<file path="config.mk">
export PLATFORM = sky130hd
export DESIGN_NAME = tdoa_capture_flat
export DESIGN_NICKNAME = d
export VERILOG_FILES = /design/src/rtl/cal_pkg.sv /design/src/rtl/tdoa_capture_if.sv /design/src/rtl/tick_gen.sv /design/src/rtl/tdoa_capture.sv /design/src/flat_wrapper.sv
export SDC_FILE = /design/constraint.sdc
export NUM_CORES = 1
export LEC_CHECK = 0
export CAP_MARGIN = 0
export CELL_PAD_IN_SITES_DETAIL_PLACEMENT = 1
export CELL_PAD_IN_SITES_GLOBAL_PLACEMENT = 1
export CORE_AREA = 2 2 98 100
export DETAILED_ROUTE_END_ITERATION = 6
export DIE_AREA = 0 0 100 102
export GPL_ROUTABILITY_DRIVEN = 1
export GPL_TIMING_DRIVEN = 1
export HOLD_SLACK_MARGIN = 0.15
export PLACE_DENSITY = 0.72
export SLEW_MARGIN = 0
export SYNTH_ARGS = -nofsm -noshare
export SYNTH_HDL_FRONTEND = slang
export SYNTH_HIERARCHICAL = 1
export SYNTH_SLANG_ARGS = --single-unit
</file>
<file path="constraint.sdc">
create_clock -name clk -period 5 [get_ports clk]
set_input_delay 1.25 -clock clk [delete_from_list [all_inputs] [get_ports clk]]
set_output_delay 1.25 -clock clk [all_outputs]
set_load 0.03 [all_outputs]
</file>
<file path="src/rtl/cal_pkg.sv">
// Constants and types shared by the acoustic localisation chain (tdoa_capture, cal_position).
// Keeping them in one place means the tick rate and sound speed agree across blocks.
package cal_pkg;

    localparam int TICK_HZ         = 10_000;
    localparam int L_MM            = 100;
    // 340 m/s at 0.1 ms per tick
    localparam int VEL_MM_PER_TICK = 34;
    localparam int DLY_W           = 4;

    typedef enum logic [1:0] {
        ERR_NONE,
        ERR_ORDER,
        ERR_TIMEOUT
    } err_code_t;

    typedef enum logic [2:0] {
        IDLE,
        ARMED,
        CAPTURE,
        REPORT,
        HOLDOFF
    } state_t;

endpackage

</file>
<file path="src/rtl/tdoa_capture_if.sv">
// Microphone inputs and delay-report outputs of tdoa_capture.
// The slave side is the capture block; the master side is whoever drives the mics.
interface tdoa_capture_if;
    import cal_pkg::*;

    logic [3:0]       mic_hit;
    logic             arm_en;
    logic [DLY_W-1:0] delay12;
    logic [DLY_W-1:0] delay13;
    logic [DLY_W-1:0] delay14;
    logic             ena;
    logic             err;
    logic [1:0]       err_code;
    logic             busy;

    modport master (
        output mic_hit, arm_en,
        input  delay12, delay13, delay14, ena, err, err_code, busy
    );

    modport slave (
        input  mic_hit, arm_en,
        output delay12, delay13, delay14, ena, err, err_code, busy
    );

endinterface

</file>
<file path="src/rtl/tick_gen.sv">
// Prescaler: counts 0..DIV-1 and pulses tick for one clk on the wrap.
// clr restarts the count so the next tick lands a full DIV cycles later.
module tick_gen #(
    parameter int DIV = 5000
) (
    input  logic clk,
    input  logic rst_n,
    input  logic clr,
    output logic tick
);

    localparam int CW = (DIV > 1) ? $clog2(DIV) : 1;

    logic [CW-1:0] cnt;

    assign tick = (cnt == CW'(DIV - 1)) && !clr;

    always_ff @(posedge clk or negedge rst_n) begin
        if (!rst_n) begin
            cnt <= '0;
        end else if (clr || tick) begin
            cnt <= '0;
        end else begin
            cnt <= cnt + CW'(1);
        end
    end

endmodule

</file>
<file path="src/rtl/tdoa_capture.sv">
// Timestamps the first rising edge of each of four microphones and reports
// mic1-relative delays with an ena strobe, or an err pulse for unusable events.
module tdoa_capture #(
    parameter int CLK_HZ        = 50_000_000,
    parameter int TICK_HZ       = cal_pkg::TICK_HZ,
    parameter int MAX_DELAY     = 15,
    parameter int HOLDOFF_TICKS = 2000
) (
    input  logic           clk,
    input  logic           rst_n,
    tdoa_capture_if.slave  bus
);
    import cal_pkg::*;

    localparam int DIV = CLK_HZ / TICK_HZ;
    localparam int HW  = (HOLDOFF_TICKS > 1) ? $clog2(HOLDOFF_TICKS) : 1;

    logic [3:0]            mic_sync_p0, mic_sync_p1, mic_prev_p2;
    logic [3:0]            mic_rise;
    state_t                state, state_nxt;
    logic                  tick, tick_clr;
    logic [4:0]            tcnt;
    logic [HW-1:0]         hcnt;
    logic [3:0]            seen, seen_nxt;
    logic [3:0][DLY_W-1:0] ts, ts_nxt;
    logic                  timeout, rpt_go;
    logic [DLY_W-1:0]      delay12_r, delay13_r, delay14_r;
    logic                  ena_r, err_r, busy_r;
    err_code_t             err_code_r;

    tick_gen #(.DIV(DIV)) u_tick (
        .clk   (clk),
        .rst_n (rst_n),
        .clr   (tick_clr),
        .tick  (tick)
    );

    // stage p2: rising edge from the third synchroniser flop
    assign mic_rise = mic_sync_p1 & ~mic_prev_p2;

    always_comb begin
        state_nxt = state;
        seen_nxt  = seen;
        ts_nxt    = ts;
        tick_clr  = 1'b0;
        timeout   = 1'b0;
        case (state)
            IDLE: state_nxt = ARMED;
            ARMED: begin
                seen_nxt = '0;
                ts_nxt   = '0;
                if (bus.arm_en && (|mic_rise)) begin
                    seen_nxt  = mic_rise;
                    state_nxt = CAPTURE;
                    tick_clr  = 1'b1;
                end
            end
            CAPTURE: begin
                for (int i = 0; i < 4; i++) begin
                    if (mic_rise[i] && !seen[i]) begin
                        seen_nxt[i] = 1'b1;
                        ts_nxt[i]   = tcnt[DLY_W-1:0];
                    end
                end
                // overflow wins even if the last mic arrives in the same cycle
                timeout = tick && (tcnt == 5'(MAX_DELAY));
                if (!bus.arm_en) begin
                    state_nxt = ARMED;
                end else if (timeout || (seen_nxt == 4'hF)) begin
                    state_nxt = REPORT;
                end
            end
            REPORT: state_nxt = HOLDOFF;
            HOLDOFF: begin
                if (tick && (hcnt == HW'(HOLDOFF_TICKS - 1))) begin
                    state_nxt = ARMED;
                end
            end
            default: state_nxt = IDLE;
        endcase
    end

    // Report outputs are registered on entry to REPORT so ena follows the last edge by one clk.
    assign rpt_go = (state == CAPTURE) && (state_nxt == REPORT);

    always_ff @(posedge clk or negedge rst_n) begin
        if (!rst_n) begin
            mic_sync_p0 <= '0;
            mic_sync_p1 <= '0;
            mic_prev_p2 <= '0;
            state       <= IDLE;
            seen        <= '0;
            ts          <= '0;
            tcnt        <= '0;
            hcnt        <= '0;
            delay12_r   <= '0;
            delay13_r   <= '0;
            delay14_r   <= '0;
            ena_r       <= 1'b0;
            err_r       <= 1'b0;
            err_code_r  <= ERR_NONE;
            busy_r      <= 1'b0;
        end else begin
            mic_sync_p0 <= bus.mic_hit;
            mic_sync_p1 <= mic_sync_p0;
            mic_prev_p2 <= mic_sync_p1;
            state       <= state_nxt;
            seen        <= seen_nxt;
            ts          <= ts_nxt;
            busy_r      <= (state_nxt != ARMED);
            ena_r       <= 1'b0;
            err_r       <= 1'b0;
            if (tick_clr) begin
                tcnt <= '0;
            end else if ((state == CAPTURE) && tick) begin
                tcnt <= tcnt + 5'd1;
            end
            if (state == REPORT) begin
                hcnt <= '0;
            end else if ((state == HOLDOFF) && tick) begin
                hcnt <= hcnt + HW'(1);
            end
            if (rpt_go) begin
                if (timeout) begin
                    err_r      <= 1'b1;
                    err_code_r <= ERR_TIMEOUT;
                end else if (ts_nxt[0] != '0) begin
                    err_r      <= 1'b1;
                    err_code_r <= ERR_ORDER;
                end else begin
                    ena_r      <= 1'b1;
                    err_code_r <= ERR_NONE;
                    delay12_r  <= ts_nxt[1];
                    delay13_r  <= ts_nxt[2];
                    delay14_r  <= ts_nxt[3];
                end
            end
        end
    end

    assign bus.delay12  = delay12_r;
    assign bus.delay13  = delay13_r;
    assign bus.delay14  = delay14_r;
    assign bus.ena      = ena_r;
    assign bus.err      = err_r;
    assign bus.err_code = err_code_r;
    assign bus.busy     = busy_r;

endmodule

</file>
<file path="src/flat_wrapper.sv">
// flat-port wrapper written by rule: the top's interface ports become plain ports
module tdoa_capture_flat import cal_pkg::*;
#(
    parameter int CLK_HZ        = 50_000_000,
    parameter int TICK_HZ       = cal_pkg::TICK_HZ,
    parameter int MAX_DELAY     = 15,
    parameter int HOLDOFF_TICKS = 2000
)
  (clk, rst_n, bus_mic_hit, bus_arm_en, bus_delay12, bus_delay13, bus_delay14, bus_ena, bus_err, bus_err_code, bus_busy);
  tdoa_capture_if bus_i ();
  input  logic clk;
  input  logic rst_n;
  input wire logic [$bits(bus_i.mic_hit)-1:0] bus_mic_hit;
  input wire logic [$bits(bus_i.arm_en)-1:0] bus_arm_en;
  output wire logic [$bits(bus_i.delay12)-1:0] bus_delay12;
  output wire logic [$bits(bus_i.delay13)-1:0] bus_delay13;
  output wire logic [$bits(bus_i.delay14)-1:0] bus_delay14;
  output wire logic [$bits(bus_i.ena)-1:0] bus_ena;
  output wire logic [$bits(bus_i.err)-1:0] bus_err;
  output wire logic [$bits(bus_i.err_code)-1:0] bus_err_code;
  output wire logic [$bits(bus_i.busy)-1:0] bus_busy;
  assign bus_i.mic_hit = bus_mic_hit;
  assign bus_i.arm_en = bus_arm_en;
  assign bus_delay12 = bus_i.delay12;
  assign bus_delay13 = bus_i.delay13;
  assign bus_delay14 = bus_i.delay14;
  assign bus_ena = bus_i.ena;
  assign bus_err = bus_i.err;
  assign bus_err_code = bus_i.err_code;
  assign bus_busy = bus_i.busy;
  tdoa_capture #(.CLK_HZ(CLK_HZ), .TICK_HZ(TICK_HZ), .MAX_DELAY(MAX_DELAY), .HOLDOFF_TICKS(HOLDOFF_TICKS)) u_core (.clk(clk), .rst_n(rst_n), .bus(bus_i));
endmodule
</file>
Yosys cells after proc, flatten, opt, wreduce, memory -nomap -nowiden
Cells that the tools add are included.

Eq/ne operators: 10. Reductions and logical operators: 25. Bitwise logic cells: 4. Multiplexer cells: 36. Add/sub/neg operators: 3.

Operator list (number): case mux 16 bit (2 select lines) (1); two-way mux 11 bit (2); two-way mux 4 bit (5); two-way mux 1 bit (18); case mux 3 bit (5 select lines) (1); adder 13 x 1 -> 13 bit, second input constant (1); == test 13 bit, second input constant (1); two-way mux 13 bit (1); two-way mux 3 bit (4); adder 11 x 1 -> 11 bit, second input constant (1); == test 11 bit, second input constant (1); logical AND 1 bit (11); two-way mux 5 bit (2); == test 3 x 2 -> 1 bit, second input constant (3); case mux 4 bit (2 select lines) (1); nonzero test 2 bit (3); adder 5 x 1 -> 5 bit, second input constant (1); == test 5 x 4 -> 1 bit, second input constant (1); logical NOT 1 bit (5); AND 4 bit (1); == test 4 bit, second input constant (1); inverter 4 bit (1); nonzero test 4 bit (1); OR reduction 4 bit (1); 8 further kinds (10).

Word-level logic and storage cells: 97. Bits in registers: 81. Input port bits: 7.

Logic depth before layout (Yosys ltp)
Gate-level depths: netlist (run 1).

Word-level depth: 16. Depth in mapped cells: 10. Depth with buffers taken out: 9.

By module
The synthesis (run 1) kept the hierarchy.

By module, submodules not included: tdoa_capture (area each 2934.1 sq um, instances 1, cells each 254, sequential area each 1701.6 sq um); tick_gen (area each 661.9 sq um, instances 1, cells each 66, sequential area each 325.3 sq um).

Worst setup path before layout (run 1)
No wires, ideal clock.

Path kind: input to register. Start point: input port bus_arm_en. End point: register u_core.delay12_r[0], in the netlist u_core/bus.delay12[0]. Arrival: 3.042 ns. Setup slack: 1.833 ns. Data required time: 4.875 ns. Library setup time: 0.125 ns. Stages on the path: 9. Cell sequence: nand2_1 -> a41oi_1 -> nor2_1 -> nand4bb_1 -> nor3_1 -> o2bb2ai_1 -> o211ai_4 -> buf_6 -> mux2_4.

Longest elaborated chain between the ends: 13.

Ends and longest elaborated chain: start, declared (RTL line flat_wrapper.sv:14) `input wire logic [$bits(bus_i.arm_en)-1:0] bus_arm_en;`; logical AND 1 bit (*) (RTL line tdoa_capture.sv:52) `if (bus.arm_en && (|mic_rise)) begin`; two-way mux 1 bit (*) (RTL line tdoa_capture.sv:52); two-way mux 1 bit (*) (RTL line tdoa_capture.sv:47) `case (state)`; net u_core.tick_clr (RTL line tdoa_capture.sv:21) `logic tick, tick_clr;`; logical NOT 1 bit (*) (RTL line tick_gen.sv:16) `assign tick = (cnt == CW'(DIV - 1)) && !clr;`; logical AND 1 bit (*) (RTL line tick_gen.sv:16); net u_core.tick (RTL line tdoa_capture.sv:21); logical AND 1 bit (RTL line tdoa_capture.sv:66) `timeout = tick && (tcnt == 5'(MAX_DELAY));`; logical OR 1 bit (RTL line tdoa_capture.sv:69) `end else if (timeout || (seen_nxt == 4'hF)) begin`; two-way mux 3 bit (RTL line tdoa_capture.sv:69); two-way mux 3 bit (RTL line tdoa_capture.sv:67) `if (!bus.arm_en) begin`; case mux 3 bit (5 select lines) (RTL line tdoa_capture.sv:47); == test 3 x 2 -> 1 bit (RTL line tdoa_capture.sv:84) `assign rpt_go = (state == CAPTURE) && (state_nxt == REPORT);`; logical AND 1 bit (RTL line tdoa_capture.sv:84); AND reduction 3 bit (no line) (*); end signal, assigned (RTL line tdoa_capture.sv:133) `delay12_r <= ts_nxt[1];`; end, declared (RTL line tdoa_capture.sv:27) `logic [DLY_W-1:0] delay12_r, delay13_r, delay14_r;`.

Mark *: on every way through the listed nets, which the timed path passes. The rest lies on a longest branch. A chain may end at the register's enable or synchronous reset.

Worst setup path after layout (run 1)
Start point: input port bus_arm_en. End point: register u_core.delay14_r[2], in the netlist u_core/bus.delay14[2].

Longest elaborated chain between the ends: 13.

Ends and longest elaborated chain: logical AND 1 bit (*) (RTL line tdoa_capture.sv:52); two-way mux 1 bit (*) (RTL line tdoa_capture.sv:52); two-way mux 1 bit (*) (RTL line tdoa_capture.sv:47); net u_core.tick_clr (RTL line tdoa_capture.sv:21); logical NOT 1 bit (*) (RTL line tick_gen.sv:16); logical AND 1 bit (*) (RTL line tick_gen.sv:16); net u_core.tick (RTL line tdoa_capture.sv:21); logical AND 1 bit (RTL line tdoa_capture.sv:66); logical OR 1 bit (RTL line tdoa_capture.sv:69); two-way mux 3 bit (RTL line tdoa_capture.sv:69); two-way mux 3 bit (RTL line tdoa_capture.sv:67); case mux 3 bit (5 select lines) (RTL line tdoa_capture.sv:47); == test 3 x 2 -> 1 bit (RTL line tdoa_capture.sv:84); logical AND 1 bit (RTL line tdoa_capture.sv:84); AND reduction 3 bit (no line) (*); end signal, assigned (RTL line tdoa_capture.sv:135) `delay14_r <= ts_nxt[3];`; end, declared (RTL line tdoa_capture.sv:27).

Marks and branches as above.

==> metrics.txt, run 1 <==
Row Count 35; Mapped Area 0.00360 sq mm; Routed WL 7390 um; main combinational cell family by area after synthesis simple AND/OR/NAND/NOR gates; reg2reg path depth 8; critical path endpoint category register; total core area 0.00911 sq mm; fin crit share 69.4%; Clock Latency Late Sink 350 ps; critical path class primary input to register; Post-synth top flop dfrtp_1; Worst-Margin Slew 1000 ps; clock buffer depth 2; Setup Fix Bufs, Post-CTS 0; Peak Freq 0.288 GHz; critical path required time 5240 ps; worst-path maximum fanout 13; Final Setup Violations 0; number of synthesized flops with an enable pin 0; Post-Synth Adder-Cell Area 1.39%; multiplexer share of the synthesized area 6.26%; syn_nets 331; share of post-route cells with drive strength above 1 12.6%; worst min-delay path class register to register; Area growth syn-to-layout 13.7%; Leakage 1.80 nW; Max VDD drop 156 uV; Num CTS Buffers 9; Synth Area in XOR/XNOR 3.90%; Critical Path AT 3710 ps; vias in the first global route 2627; warning count from the yosys run 6; Clock Tree Root clkbuf_8; fin nets 356; Placed Instances 445; fin crit period 3470 ps; Worst-path clk slew 90 ps; Yosys top cell area share 56.4%; CP Launch Type primary input; syn avg cell area 11.2 sq um; # DRC 0; global-route wire length before repair 12700 um; total iterations of the first detailed-routing run 4; Pins Over Slew Limit 0; Distinct cells, synth 55; HPWL after detailed placement 5110 um; initial antenna violation count 0; TNS Setup 0 ps; PortBufs 23; area leader, netlist dfrtp_1; CTS resizes 0; # clock sinks 81; CTS tree built; Die Y-Extent 102 um; Post-Synth Simple-Gate Area 20.4%; Core Util, Final 44.9%; Placement Setup Slack 1140 ps; # IOs 24; final hold violations 0; status completed; initial core utilization 39.5%; Tot GR Track Use 15.8%; non-filler cells, final 461; die width 100 um; RSZ-0062 raised after global routing no; DR vias/cell 5.32; complex-gate fraction of the synthesized area 9.39%; Pwr Density 375 mW/mm^2; largest net degree at the start of global routing 82; GRT overflow 0; sequential element share of the synthesized area 56.4%; H-Tree Depth 3; post-detailed-route count of antenna-violating nets 0; Slew HR 33.2%; wire per inst 16.0 um; post-synthesis register bit count 81; synth top area cells dfrtp_1 (56%), nand2_1 (4.8%), mux2_4 (4.2%); Hold Path Stages 0; Max Cap Viol 0; DR iter-0 viols 74; Die ar. 0.0102 sq mm; diode count 0; DR vias 2453; cts hold-fix bufs 0; setup ws final 1530 ps; Post-Syn Instances 320; RD Place Congestion 0.769; Final Skew 9.74 ps; ys async rst share 100%
-- cell usage after synthesis (2+ instances only) --
master / instances
a21oi_1: 12
a41oi_1: 2
and2_1: 3
and2b_1: 2
and3_1: 2
buf_2: 2
buf_6: 2
clkbuf_1: 5
dfrtp_1: 81
ha_1: 4
inv_1: 5
mux2_1: 3
mux2_4: 10
mux2i_1: 3
nand2_1: 46
nand2b_1: 4
nand3_1: 8
nand4_1: 6
nor2_1: 27
nor2b_1: 4
nor3_1: 3
nor3_2: 3
nor3b_1: 2
nor4b_1: 2
o21ai_0: 25
o31ai_1: 4
or3_1: 5
or4_1: 4
xnor2_1: 9
xor2_1: 7
-- metal layers --
metal	wire length (um)	global-route usage, %	vias up
li1	-	-	1169
met1	3400	19.6	1247
met2	3710	27.1	27
met3	140	3.21	10
met4	141	6.64	0
met5	0	0	-
-- per-stage QoR --
| stage | power [mW] | hold slack (ps) | instance area, sq um |
|---|---|---|---|
| finish | 1.53 | 355 | 4090 |
| global route | 1.63 | 365 | 4090 |
| CTS | 1.56 | 357 | 4090 |
| detailed placement | 1.12 | 336 | 3910 |
| global placement | 1.09 | 335 | 3910 |
| floorplan | 1.01 | 331 | 3600 |
-- logic make-up after synthesis --
family	Yosys count
flip-flops	81
AND/OR/NAND/NOR	133
buffers and inverters	16
AO/OA/AOI/OAI	53
multiplexers	17
adder cells (fa/ha/maj)	4
XOR/XNOR	16
-- where the power goes --
group	internal [mW]	leakage [nW]	switching (mW)
Combinational	0.111	0.620	0.202
Clock	0.185	0.0915	0.254
Sequential	0.714	1.09	0.0688
-- critical path, cell delays in order --
cell             delay (ps)
clkdlybuf4s50_1         520
nand2_1                 130
a41oi_1                  60
nor2_1                  370
nand4bb_1               150
nor3_1                  310
o2bb2ai_1               240
o211ai_4                290
mux2_1                  400
-- final cells by class --
cell class | count | area, sq um
Clock buffer | 9 | 124
Clock inverter | 7 | 55.1
Fill cell | 1006 | 5020
Inverter | 6 | 22.5
Multi-Input combinational cell | 223 | 1490
Sequential cell | 81 | 2030
Tap cell | 111 | 139
Timing Repair Buffer | 24 | 235
-- flip-flops by register name (all words and copies together), names as in the netlist, 2 cells and up --
register,count
u_core/seen,4
u_core/ts,16
u_core/u_tick/cnt,13
u_core/state,3
u_core/bus.err_code,2
u_core/hcnt,11
u_core/bus.delay12,4
u_core/mic_sync_p0,4
u_core/bus.delay13,4
u_core/tcnt,5
u_core/bus.delay14,4
u_core/mic_sync_p1,4
u_core/mic_prev_p2,4
-- layout by cell type (no fill, tap or decap), types with 6 or more instances in the layout --
master	count
nand2_1	46
clkdlybuf4s50_1	22
nor2_1	27
nand3_1	8
xor2_1	7
xnor2_1	9
nand4_1	6
dfrtp_1	81
o21ai_0	25
mux2_4	10
a21oi_1	12
clkbuf_8	9
-- final timing paths --
check / startpoint / to / slack (ps)
worst max-delay path: bus_arm_en / u_core/bus.delay14[2]$_DFFE_PN0P_ / 1530
worst min-delay path: u_core/mic_sync_p0[2]$_DFF_PN0_ / u_core/mic_sync_p1[2]$_DFF_PN0_ / 350
worst max register to register: u_core/u_tick/cnt[5]$_DFF_PN0_ / u_core/bus.delay14[2]$_DFFE_PN0P_ / 2050
worst min register to register: u_core/mic_sync_p0[2]$_DFF_PN0_ / u_core/mic_sync_p1[2]$_DFF_PN0_ / 350
max in group asynchronous: rst_n / u_core/mic_sync_p1[1]$_DFF_PN0_ / 3290
min in group asynchronous: rst_n / u_core/bus.delay12[3]$_DFFE_PN0P_ / 1060
No activity file was read; power rests on OpenSTA's default activity.
==> run 2, diff against run 1 <==
PLACE_DENSITY = 0.75   (was 0.72)
clock period = 3.15 ns   (was 5 ns; I/O delays follow)
==> run 2 against run 1 <==
Compared with the run above: sequential share of layout area down 0.63 points; hold slack better by 1.3 ps; critical path type is now register to register; clock skew up 0.84 ps; non-clock buffer count up 3; global-route usage down 0.48 points; core utilization up 0.58 points.
==> metrics.txt, run 2 (synthesis results as in run 1) <==
status completed (unchanged); DR vias/cell 5.30 (was 5.32); cts hold-fix bufs 0 (unchanged); crit path cell chain nor4b_1, nand4_1, nor2_1, nand3b_1, a21o_2, o2bb2ai_1, o211ai_4, mux2_1 (was clkdlybuf4s50_1, nand2_1, a41oi_1, nor2_1, nand4bb_1, nor3_1, o2bb2ai_1, o211ai_4, mux2_1); initial antenna violation count 0 (unchanged); HPWL after detailed placement 4920 um (was 5110 um); Peak Freq 0.340 GHz; Die ar. 0.0102 sq mm (unchanged); register name with the most flops u_core/ts (unchanged); GRT overflow 0 (unchanged); # DRC 0 (unchanged); post-detailed-route count of antenna-violating nets 0 (unchanged); clock power share 31.7% (was 28.6%); worst-path maximum fanout 13 (unchanged); Routed WL 7240 um (was 7390 um); Row Count 35 (unchanged); share of post-route cells with drive strength above 1 13.3% (was 12.6%); total core area 0.00911 sq mm (unchanged); Psw 845 uW (was 525 uW); CTS resizes 0 (unchanged); critical path class register to register (was primary input to register); DR iter-0 viols 58 (was 74); H-Tree Depth 3 (unchanged); Setup Fix Bufs, Post-CTS 0 (unchanged); Hold Path Stages 0 (unchanged); Largest register FFs 16 (unchanged); Worst Path Buf+Inv 0 (was 1); CP Launch Type register (was primary input); Slowest-stage cell, CP nor4b_1 (was clkdlybuf4s50_1); Tot GR Track Use 15.3% (was 15.8%); Clock Latency Late Sink 360 ps (was 350 ps); Placement Setup Slack -93.1 ps (was 1140 ps); biggest regs u_core/ts x16, u_core/u_tick/cnt x13, u_core/hcnt x11 (unchanged); Critical Path AT 3190 ps (was 3710 ps); Max Cap Viol 0 (unchanged); Final Instance Area 0.00414 sq mm (was 0.00409 sq mm); critical path endpoint category register (unchanged); # clock sinks 81 (unchanged); fin nets 359 (was 356); PortBufs 23 (unchanged); clock buffer depth 2 (unchanged); reg2reg path depth 8 (unchanged); TNS Setup 0 ps (unchanged); worst min-delay path class register to register (unchanged); Final Setup Violations 0 (unchanged); global-route wire length before repair 12300 um (was 12700 um); Worst-path clk slew 100 ps (was 90 ps); Die Y-Extent 102 um (unchanged); Placed Instances 448 (was 445); fin crit period 2940 ps; Pwr Density 613 mW/mm^2 (was 375 mW/mm^2); Core Util, Final 45.5% (was 44.9%); diode count 0 (unchanged); largest stage delay on the critical path 490 ps (was 520 ps); Max VDD drop 198 uV (was 156 uV); Pint 1.69 mW (was 1.01 mW); critical path required time 3410 ps (was 5240 ps); Leakage 1.83 nW (was 1.80 nW); RD Place Congestion 0.818 (was 0.769); final hold violations 0 (unchanged); # IOs 24 (unchanged); Worst R2R Setup Slack 210 ps (was 2050 ps); most frequent cells in the layout dfrtp_1 (81), nand2_1 (46), nor2_1 (27) (unchanged); switching part of the total 33.3% (was 34.2%); non-filler cells, final 464 (was 461); Slew HR 31.9% (was 33.2%); vias in the first global route 2587 (was 2627); die width 100 um (unchanged); RSZ-0062 raised after global routing no (unchanged); Pins Over Slew Limit 0 (unchanged); wire per inst 15.6 um (was 16.0 um); most common cell after layout, fill and taps aside dfrtp_1 (unchanged); setup ws final 212 ps (was 1530 ps); Final Skew 10.6 ps (was 9.74 ps); largest net degree at the start of global routing 82 (unchanged); Num CTS Buffers 9 (unchanged); DR vias 2459 (was 2453); Area growth syn-to-layout 15.1% (was 13.7%); Levels on crit path 8 (was 9); CP delay by family, top simple AND/OR/NAND/NOR gates (unchanged); CTS tree built (unchanged); sequential share of power 49.0% (was 51.0%); Placed Area 0.00393 sq mm (was 0.00391 sq mm); Clock Tree Root clkbuf_8 (unchanged); Worst-Margin Slew 1020 ps (was 1000 ps); combinational fraction of design power 19.3% (was 20.4%); fin crit share 93.3%; total iterations of the first detailed-routing run 4 (unchanged); initial core utilization 39.5% (unchanged)
[run 2: cell count changes in the layout (fill, tap and decap cells not counted)]
cell and change:
clkinvlp_4 -1, buf_4 +3, bufinv_16 +1, clkinv_2 -2, inv_6 +2
[run 2: area by class of cell]
cell class                      instances  area (sq um)
Sequential cell                        81          2030
Tap cell                              111           139
Multi-Input combinational cell        223          1490
Timing Repair Buffer                   27           258
Fill cell                            1024          4970
Clock inverter                          7          85.1
Inverter                                6          22.5
Clock buffer                            9           124
[run 2: routing by layer]
metal / wire, um / GRT usage (%) / part of all wire [%]
met4: 163 / 8.11 / 2.3
met3: 173 / 2.53 / 2.4
met1: 3320 / 19.0 / 46
met2: 3570 / 25.9 / 49
met5: 0 / 0 / 0
[run 2: power by group through the flow]
stage / clock network, mW / registers (mW) / logic (mW)
after global routing: 0.861 / 1.26 / 0.550
after detailed placement: 0 / 1.26 / 0.499
after floorplan: 0 / 1.26 / 0.339
after CTS: 0.828 / 1.24 / 0.502
after global placement: 0 / 1.25 / 0.480
final: 0.804 / 1.24 / 0.491
[run 2: per-stage QoR]
step | power (mW) | hold slack (ps)
global route | 2.67 | 373
global placement | 1.73 | 335
CTS | 2.57 | 358
detailed placement | 1.76 | 338
finish | 2.54 | 356
floorplan | 1.60 | 331
[run 2: path summary, 6_finish.rpt]
| check | startpoint | to |
|---|---|---|
| worst max-delay path | u_core/u_tick/cnt[5]$_DFF_PN0_ | u_core/bus.delay14[1]$_DFFE_PN0P_ |
| worst min-delay path | u_core/mic_sync_p0[2]$_DFF_PN0_ | u_core/mic_sync_p1[2]$_DFF_PN0_ |
| worst max register to register | u_core/u_tick/cnt[5]$_DFF_PN0_ | u_core/bus.delay14[1]$_DFFE_PN0P_ |
| worst min register to register | u_core/mic_sync_p0[2]$_DFF_PN0_ | u_core/mic_sync_p1[2]$_DFF_PN0_ |
| max in group asynchronous | rst_n | u_core/ts[13]$_DFF_PN0_ |
| min in group asynchronous | rst_n | u_core/bus.delay13[3]$_DFFE_PN0P_ |
[run 2: worst reg2reg max path, stage by stage, from the launching register on]
cell and delay [ps]:
dfrtp_1 470, nor4b_1 490, nand4_1 220, nor2_1 300
nand3b_1 120, a21o_2 230, o2bb2ai_1 310, o211ai_4 290
mux2_1 400
==> run 3, diff against run 2 <==
ABC_AREA = 1   (was unset)
CORE_AREA = 2 2 101 103   (was 2 2 98 100)
DIE_AREA = 0 0 103 105   (was 0 0 100 102)
PLACE_DENSITY = 0.78   (was 0.75)
clock period = 2.7 ns   (was 3.15 ns; I/O delays follow)
==> run 3 against run 2 <==
Compared with the run above: first-iteration DRC count increased by 140%; core utilization increased by 0.93 points; cell count increased by 34%; synthesized cell count increased by 40%; global-route usage increased by 3.3 points; clock skew increased by 2.2 ps; wire length increased by 22%; final area increased by 8.0%.
==> metrics.txt, run 3 <==
area leader, netlist dfrtp_1 (unchanged); Leakage 2.25 nW (was 1.83 nW); Tot GR Track Use 18.6% (was 15.3%); Pins Over Slew Limit 0 (unchanged); syn_nets 460 (was 331); Pwr Density 513 mW/mm^2 (was 613 mW/mm^2); Distinct cells, synth 31 (was 55); largest net degree at the start of global routing 51 (was 82); Max Cap Viol 0 (unchanged); DR iter-0 viols 141 (was 58); ys async rst share 100% (unchanged); setup ws final 300 ps (was 212 ps); CTS tree built (unchanged); Setup Fix Bufs, Post-CTS 0 (unchanged); post-detailed-route count of antenna-violating nets 0 (unchanged); RSZ-0062 raised after global routing no (unchanged); status completed (unchanged); commonest cells in the netlist nand2_1 (99), dfrtp_1 (81), inv_1 (62) (was dfrtp_1 (81), nand2_1 (46), nor2_1 (27)); die width 103 um (was 100 um); # clock sinks 81 (unchanged); worst min-delay path class primary input to async pin (was register to register); TNS Setup 0 ps (unchanged); Placed Area 0.00424 sq mm (was 0.00393 sq mm); critical path required time 2960 ps (was 3410 ps); reg2reg path depth 15 (was 8); most common cell after layout, fill and taps aside nand2_1 (was dfrtp_1); Placed Instances 607 (was 448); synth top area cells dfrtp_1 (53%), nand2_1 (9.7%), inv_1 (6.1%) (was dfrtp_1 (56%), nand2_1 (4.8%), mux2_4 (4.2%)); global-route wire length before repair 15700 um (was 12300 um); # DRC 0 (unchanged); CP Launch Type primary input (was register); most common cell in the netlist nand2_1 (was dfrtp_1); Worst-path clk slew 80 ps (was 100 ps); biggest regs u_core/ts x16, u_core/u_tick/cnt x13, u_core/hcnt x11 (unchanged); worst-path maximum fanout 18 (was 13); critical path endpoint category register (unchanged); total iterations of the first detailed-routing run 4 (unchanged); Clock Tree Root clkbuf_8 (unchanged); Num CTS Buffers 9 (unchanged); Die Y-Extent 105 um (was 102 um); wire per inst 14.2 um (was 15.6 um); H-Tree Depth 3 (unchanged); critical path class primary input to register (was register to register); sequential element share of the synthesized area 52.9% (was 56.4%); Core Util, Final 46.4% (was 45.5%); Max VDD drop 258 uV (was 198 uV); CTS resizes 0 (unchanged); number of synthesized flops with an enable pin 0 (unchanged); Routed WL 8830 um (was 7240 um); Critical Path AT 2660 ps (was 3190 ps); initial antenna violation count 0 (unchanged); RD Place Congestion 0.792 (was 0.818); Largest register FFs 16 (unchanged); fin crit period 2400 ps; Final Skew 12.8 ps (was 10.6 ps); fill count 1197 (was 1024); vias in the first global route 3346 (was 2587); Die ar. 0.0108 sq mm (was 0.0102 sq mm); Post-Syn Instances 449 (was 320); HPWL after detailed placement 6380 um (was 4920 um); fin nets 496 (was 359); share of post-route cells with drive strength above 1 11.4% (was 13.3%); Mapped Area 0.00383 sq mm (was 0.00360 sq mm); total core area 0.00964 sq mm (was 0.00911 sq mm); clock buffer depth 2 (unchanged); register name with the most flops u_core/ts (unchanged); non-filler cells, final 623 (was 464); Placement Setup Slack -132 ps (was -93.1 ps); fin crit share 88.9%; Final Setup Violations 0 (unchanged); post-synthesis register bit count 81 (unchanged); Post-synth top flop dfrtp_1 (unchanged); initial core utilization 39.7% (was 39.5%); Final Instance Area 0.00447 sq mm (was 0.00414 sq mm); DR vias 3022 (was 2459); Yosys top cell area share 52.9% (was 56.4%); Row Count 36 (was 35); WHS 234 ps (was 356 ps); Worst-Margin Slew 583 ps (was 1020 ps); most frequent cells in the layout nand2_1 (99), dfrtp_1 (81), inv_1 (62) (was dfrtp_1 (81), nand2_1 (46), nor2_1 (27)); DR vias/cell 4.85 (was 5.30); syn avg cell area 8.53 sq um (was 11.2 sq um); GRT overflow 0 (unchanged); Peak Freq 0.417 GHz; Pwr Total 2.29 mW (was 2.54 mW); diode count 0 (unchanged); Clock Latency Late Sink 370 ps (was 360 ps); PortBufs 23 (unchanged); Area growth syn-to-layout 16.8% (was 15.1%); cts hold-fix bufs 0 (unchanged); final hold violations 0 (unchanged); Slew HR 60.7% (was 31.9%); warning count from the yosys run 6 (unchanged); # IOs 24 (unchanged)
run 3: cell types whose count changed after synthesis, sizes merged, moves of 8 or more:
cell and change:
nand3 +27, inv +61, nand2 +68, nor2 +26, o21bai +11, xnor2 -8
o21ai +11, mux2 -14
run 3: cell type report:
class	instances	area (sq um)	area share, %
multi-input combinational	293	1480	33.0
tap	133	166	3.72
clock inverter	6	91.3	2.04
inverter	68	264	5.91
sequential	81	2030	45.3
clock buffer	10	138	3.08
timing repair buffer	32	308	6.88
run 3: routing by layer:
metal / track usage (%) / wire length (um) / vias up
met4: 5.36 / 113 / 0
met1: 23.6 / 3990 / 1496
met5: 0 / 0 / -
met3: 5.02 / 300 / 10
met2: 30.9 / 4430 / 31
li1: - / - / 1485
run 3: logic make-up (layout without fill, tap and decap cells):
group	count (synthesis)	after routing	synth area share, %
XOR/XNOR	6	6	1.37
buffers and inverters	75	116	8.56
AND/OR/NAND/NOR	215	215	26.0
adder cells (fa/ha/maj)	4	4	1.31
AO/OA/AOI/OAI	68	68	9.80
flip-flops	81	81	52.9
run 3: worst max-delay path, stage by stage:
cell             delay (ps)
clkdlybuf4s50_1         430
o21ai_1                 160
or2_1                   180
inv_1                    70
nor2_2                  160
nand2_1                  70
nor2_1                  100
nand3_1                  70
nand2_1                  80
nand2_1                  80
nand3_1                 150
nand2_4                 160
o21bai_1                170
nand2_1                  70
run 3: where the power goes:
part           internal (mW)  switching (mW)
Sequential              1.22         0.00406
Combinational         0.0164          0.0402
Clock                  0.549           0.461
Total                   1.79           0.506
run 3: path summary, 6_finish.rpt:
check	from	endpoint	slack, ps
min in group clk	u_core/mic_sync_p0[2]$_DFF_PN0_	u_core/mic_sync_p1[2]$_DFF_PN0_	350
max in group asynchronous	rst_n	u_core/ts[8]$_DFF_PN0_	1870
setup / recovery	bus_arm_en	u_core/bus.delay13[0]$_DFFE_PN0P_	300
setup reg to reg	u_core/mic_sync_p1[0]$_DFF_PN0_	u_core/bus.delay13[0]$_DFFE_PN0P_	350
hold / removal	rst_n	u_core/hcnt[1]$_DFFE_PN0P_	230
hold reg to reg	u_core/mic_sync_p0[2]$_DFF_PN0_	u_core/mic_sync_p1[2]$_DFF_PN0_	350
